**src/rtl/controller_poller.sv**
```systemverilog
// Polls a serial game-pad (latch + shift clock) at a fixed interval and exposes the
// committed button state, a frame counter and sticky press bits through a small MMIO block.
module controller_poller #(
    parameter int unsigned HALF_PERIOD   = 600,
    parameter int unsigned POLL_INTERVAL = 1666666,
    parameter logic [31:0] BASE_ADDR     = 32'hFFFF0000
) (
    input  logic        clock,
    input  logic        reset,
    input  logic        pad_data,
    output logic        pad_latch,
    output logic        pad_clk,
    input  logic [31:0] address,
    input  logic        readEn,
    output logic [31:0] readData,
    output logic [7:0]  buttons,
    output logic        valid
);

    localparam logic [31:0] HP_LAST    = 32'(HALF_PERIOD - 1);
    localparam logic [31:0] LATCH_LAST = 32'(2 * HALF_PERIOD - 1);
    localparam logic [31:0] POLL_LAST  = 32'(POLL_INTERVAL - 1);
    localparam logic [31:0] ADDR_BTN   = BASE_ADDR;
    localparam logic [31:0] ADDR_FRAME = BASE_ADDR + 32'd4;
    localparam logic [31:0] ADDR_STICK = BASE_ADDR + 32'd8;

    typedef enum logic [2:0] {
        S_IDLE     = 3'd0,
        S_LATCH    = 3'd1,
        S_CLK_HIGH = 3'd2,
        S_CLK_LOW  = 3'd3,
        S_DONE     = 3'd4
    } state_t;

    state_t      state_q, state_d;
    logic [31:0] cnt_q, cnt_d;
    logic [2:0]  idx_q, idx_d;
    logic [7:0]  shadow_q, shadow_d;
    logic [7:0]  buttons_q, buttons_d;
    logic [7:0]  sticky_q, sticky_d;
    logic [31:0] frame_count_q, frame_count_d;
    logic [1:0]  sync_q, sync_d;
    logic        valid_q, valid_d;
    logic        pad_latch_q, pad_latch_d;
    logic        pad_clk_q, pad_clk_d;
    logic        sticky_clr_s;
    logic        pad_s;

    assign pad_s        = sync_q[1];
    assign sticky_clr_s = readEn && (address == ADDR_STICK);

    // Next-state logic for the poll sequencer and every register it owns.
    always_comb begin
        state_d       = state_q;
        cnt_d         = cnt_q;
        idx_d         = idx_q;
        shadow_d      = shadow_q;
        buttons_d     = buttons_q;
        frame_count_d = frame_count_q;
        sync_d        = {sync_q[0], pad_data};
        if (sticky_clr_s) begin
            sticky_d = 8'h00;
        end else begin
            sticky_d = sticky_q;
        end

        case (state_q)
            S_IDLE: begin
                if (cnt_q == POLL_LAST) begin
                    state_d = S_LATCH;
                    cnt_d   = 32'd0;
                end else begin
                    cnt_d = cnt_q + 32'd1;
                end
            end
            S_LATCH: begin
                if (cnt_q == LATCH_LAST) begin
                    shadow_d[0] = pad_s;
                    idx_d       = 3'd1;
                    state_d     = S_CLK_HIGH;
                    cnt_d       = 32'd0;
                end else begin
                    cnt_d = cnt_q + 32'd1;
                end
            end
            S_CLK_HIGH: begin
                if (cnt_q == HP_LAST) begin
                    state_d = S_CLK_LOW;
                    cnt_d   = 32'd0;
                end else begin
                    cnt_d = cnt_q + 32'd1;
                end
            end
            S_CLK_LOW: begin
                if (cnt_q == HP_LAST) begin
                    shadow_d[idx_q] = pad_s;
                    cnt_d           = 32'd0;
                    if (idx_q == 3'd7) begin
                        state_d = S_DONE;
                    end else begin
                        idx_d   = idx_q + 3'd1;
                        state_d = S_CLK_HIGH;
                    end
                end else begin
                    cnt_d = cnt_q + 32'd1;
                end
            end
            S_DONE: begin
                // A set in the same cycle as a sticky read-clear takes priority.
                buttons_d     = ~shadow_q;
                frame_count_d = frame_count_q + 32'd1;
                sticky_d      = sticky_d | ~shadow_q;
                idx_d         = 3'd0;
                cnt_d         = 32'd0;
                state_d       = S_IDLE;
            end
            default: begin
                state_d = S_IDLE;
                cnt_d   = 32'd0;
                idx_d   = 3'd0;
            end
        endcase

        valid_d     = (state_q == S_DONE);
        pad_latch_d = (state_d == S_LATCH);
        pad_clk_d   = (state_d == S_CLK_HIGH);
    end

    // State registers; pad strobes are registered copies of the next state.
    always_ff @(posedge clock or negedge reset) begin
        if (!reset) begin
            state_q       <= S_IDLE;
            cnt_q         <= 32'd0;
            idx_q         <= 3'd0;
            shadow_q      <= 8'hFF;
            buttons_q     <= 8'h00;
            sticky_q      <= 8'h00;
            frame_count_q <= 32'd0;
            sync_q        <= 2'b11;
            valid_q       <= 1'b0;
            pad_latch_q   <= 1'b0;
            pad_clk_q     <= 1'b0;
        end else begin
            state_q       <= state_d;
            cnt_q         <= cnt_d;
            idx_q         <= idx_d;
            shadow_q      <= shadow_d;
            buttons_q     <= buttons_d;
            sticky_q      <= sticky_d;
            frame_count_q <= frame_count_d;
            sync_q        <= sync_d;
            valid_q       <= valid_d;
            pad_latch_q   <= pad_latch_d;
            pad_clk_q     <= pad_clk_d;
        end
    end

    // MMIO read mux; unmapped addresses and idle cycles return zero.
    always_comb begin
        readData = 32'd0;
        if (readEn) begin
            case (address)
                ADDR_BTN:   readData = {24'd0, buttons_q};
                ADDR_FRAME: readData = frame_count_q;
                ADDR_STICK: readData = {24'd0, sticky_q};
                default:    readData = 32'd0;
            endcase
        end else begin
            readData = 32'd0;
        end
    end

    assign pad_latch = pad_latch_q;
    assign pad_clk   = pad_clk_q;
    assign buttons   = buttons_q;
    assign valid     = valid_q;

endmodule

```
**config.mk**
```make
export PLATFORM = sky130hd
export DESIGN_NAME = controller_poller
export DESIGN_NICKNAME = d
export VERILOG_FILES = /design/src/rtl/controller_poller.sv
export SDC_FILE = /design/constraint.sdc
export NUM_CORES = 1
export LEC_CHECK = 0
export ABC_CLOCK_PERIOD_IN_PS = 3200
export CAP_MARGIN = 20
export CORE_AREA = 3 3 99 101
export DETAILED_ROUTE_END_ITERATION = 7
export DIE_AREA = 0 0 102 104
export PLACE_DENSITY_LB_ADDON = 0.25
export SLEW_MARGIN = 40
export SYNTH_ARGS = -nofsm -noshare
export SYNTH_HDL_FRONTEND = slang
export SYNTH_SLANG_ARGS = --single-unit
```
**constraint.sdc**
```tcl
create_clock -name clock -period 3.2 [get_ports clock]
set_input_delay 0.64 -clock clock [delete_from_list [all_inputs] [get_ports clock]]
set_output_delay 0.64 -clock clock [all_outputs]
set_load 0.1 [all_outputs]
```
==> key figures, run 1 <==
Outcome
  – Status: complete, no violations

Cells and area
  – Layout cells sized above 1: 0.197
  – Final nets: approximately 630
  – Area grow syn2layout: 26.9%
  – Ant. Diodes: 0

Synth
  – Count of state elements after synthesis: 99
  – Mapped Cells: about 510
  – Area leader, netlist: dfrtp_1
  – Netlist Area Pre-Place: 5140 um2
  – Yosys warns: 0
  – Post-synth top area share: 0.433
  – Post-synth ARST share: 1.00
  – Cell variety after synth: 53
  – Dominant cells by area after synthesis: dfrtp_1 43%, xnor2_1 7.7%, dfstp_2 5.1%
  – Mapped Nets: 555
  – Post-synth EDFFs: 0
  – Most common flop cell mapped by yosys: dfrtp_1
  – Mean Syn Cell Area: ~10 um2
  – Sequential share of the synthesized area: 0.484

CTS
  – CTS sink cnt: 99
  – TritonCTS buffer count: 9
  – H-tree levels: 3
  – Root Driver: clkbuf_8
  – Max clock buf depth: 2
  – Clock slew at reported path FFs: roughly 0.10 ns
  – CTS tree: yes
  – Clock Latency Late Sink: about 0.36 ns

STA
  – Final-report hold violation count: 0
  – Final period demand of the worst path: around 3 ns
  – Hold slack final: ~0.29 ns
  – Final WS setup: about 0.17 ns
  – Final setup vio count: 0
  – Worst-Margin Slew: between 0.6 and 0.7 ns
  – Final worst-path cycle share: 0.947
  – Skew final: 0.0136 ns
  – Slew margin rel.: 0.556
  – Slew Limit Fails: 0
  – Maximum clock frequency: around 330 MHz

Route
  – Initial DRC count: ~160
  – Vias: ~4100
  – Drt drc: 0
  – WL per Instance: approximately 16 um
  – First drt pass iteration count: 5
  – WL final: roughly 11000 um
  – Vias/cell: approximately 5.8
  – Antenna viol nets, final: 0

GRT
  – Number of global-route vias before repair: just over 4000
  – First-pass GRT wire length: 19000 um
  – Grt ovf: 0
  – Grt peak-use layer: met2
  – Met3 GRT Util: 0.0570
  – GRT met1 Usage: 0.282
  – Initial antenna violation count: 0
  – GR Util met2: 0.370
  – Total GRT Usage: 0.220
  – Largest net degree at the start of global routing: 52

Floorplanning
  – Die W: ~100 um
  – Core Area: around 9000 um2
  – Die ar.: roughly 11000 um2
  – Starting Density: 0.564
  – Die H: about 100 um
  – Rows: 35
  – Ports: approximately 80

Worst setup path
  – Reg2Reg Setup Slack: 0.86 ns
  – Worst path required time: 2.56 ns
  – Kind of critical path: primary input to output port
  – Crit-path max FO: 24
  – Crit end category: output port
  – Register-to-Register Path Depth: 5
  – RR Endpoint: shadow_q[4]$_DFFE_PN1P_
  – R2r startpoint: cnt_q[9]$_DFF_PN0_
  – CP arrival: roughly 2.4 ns
  – Startpoint Class: primary input

Placed design
  – Final HPWL DP: 8130 um
  – Place WS: between 0.1 and 0.15 ns
  – Quantity of I/O buffers inserted on ports: 78
  – GPL Wtd Cong: between 0.8 and 0.9

Hold path
  – Worst hold path class: primary input to async pin

Power and ir drop
  – Leak Pwr: 2.77 nW
  – Power Dens Cells: 318 nW/um2
  – Peak VDD IR: between 0.2 and 0.25 mV

Flow run
  – Max Cap Viol: 0
-- logic make-up after synthesis --
group | share of synthesized area
XOR/XNOR | 0.104
multiplexers | 0.0331
adder cells (fa/ha/maj) | 0.0122
buffers and inverters | 0.0333
AO/OA/AOI/OAI | 0.0582
flip-flops | 0.484
AND/OR/NAND/NOR | 0.275
-- Yosys cell counts (all sizes together), types with 6 or more instances --
master   count
o21ai        8
nor4        18
inv         11
and4        15
and2        32
a21oi       12
nor3        11
nand3       24
dfrtp       89
clkbuf      19
xor2        16
dfstp       10
nand4       23
nand2       28
mux2         8
nor2        67
mux2i        8
nor4b        6
xnor2       45
and3         8
o2bb2ai      8
buf          9
-- state kept, by name, summed over array words and instances, names as in the netlist --
signal,cells
pad_clk,1
frame_count_q,32
state_q,3
idx_q,3
buttons,8
shadow_q,8
valid,1
sticky_q,8
cnt_q,32
pad_latch,1
sync_q,2
-- area by class of cell --
| type | instances | area (um2) |
|---|---|---|
| Clock buffer | 10 | 128 |
| Inverter | 12 | 45.0 |
| Tap cell | 111 | 139 |
| Timing Repair Buffer | 88 | 1160 |
| Clock inverter | 6 | 48.8 |
| Fill cell | 657 | 2580 |
| Sequential cell | 99 | 2490 |
| Multi-Input combinational cell | 375 | 2510 |
-- where the power goes --
part / switching, mW / internal [mW]
logic: 0.0415 / 0.0497
clock network: 0.438 / 0.291
registers: 0.00141 / 1.25
-- layout by cell type (no fill, tap or decap), types with 3 or more instances in the layout --
cell type and count:
nor4b_1 5, dfrtp_1 89, o21ai_0 7, mux2i_1 8
ha_1 5, clkdlybuf4s50_1 34, xor2_1 16, o2bb2ai_1 8
nand4b_1 3, a21oi_1 12, buf_12 33, nor4_1 16
and4_1 15, nand4_1 23, dfstp_2 10, buf_4 20
mux2_2 7, nand2_1 28, nor2_1 67, and2_2 20
or3_1 3, inv_1 11, xnor2_1 45, and3_1 8
and2_1 12, nor3_1 10, nand3_1 24, clkbuf_8 9
-- metal layers --
layer  routed length [um]  up-vias
met5                    0        -
met4                  112        0
met3                  803       14
met2                 5520      119
met1                 4660     1994
li1                     -     1954
-- worst max-delay path, stage by stage --
cell             delay (ns)
clkdlybuf4s50_1        0.47
nand4_1                0.12
nor4_2                 0.30
nand4_1                0.15
nor2b_1                0.17
buf_6                  0.18
and2_1                 0.19
buf_12                 0.18
-- worst max-delay path by stage --
stage                 from            to  slack (ns)  depth (start not counted)
3_3_place_gp   address[23]  readData[31]        0.18                          8
6_report       address[19]   readData[9]        0.17                          8
2_1_floorplan  address[11]   readData[0]       -0.12                          4
5_1_grt        address[19]   readData[8]       -0.01                          8
4_1_cts        address[19]   readData[9]        0.10                          8
3_5_place_dp   address[19]   readData[9]        0.11                          8
-- what timing repair did --
item,CTS,global route
setup endpoints to repair,0,24
resized for setup,0,2
setup buffers,0,0
hold buffers,0,0
-- stage by stage --
step | area [um2] | util | cells | power (mW) | TNS [ns]
2_1_floorplan | 5170 | - | 514 | 1.30 | -0.941
3_3_place_gp | 6340 | 0.696 | 685 | 1.37 | 0
3_5_place_dp | 6340 | 0.696 | 685 | 1.37 | 0
4_1_cts | 6510 | 0.715 | 701 | 2.10 | 0
5_1_grt | 6520 | 0.716 | 701 | 2.16 | -0.0146
6_report | 6520 | 0.716 | 701 | 2.08 | 0
No activity file was read; power rests on OpenSTA's default activity.
==> run 2, diff against run 1 <==
- CAP_MARGIN: 20 -> not set
==> results of run 2 <==
Same layout as run 1: the final DEF is identical, and so are final timing and power.
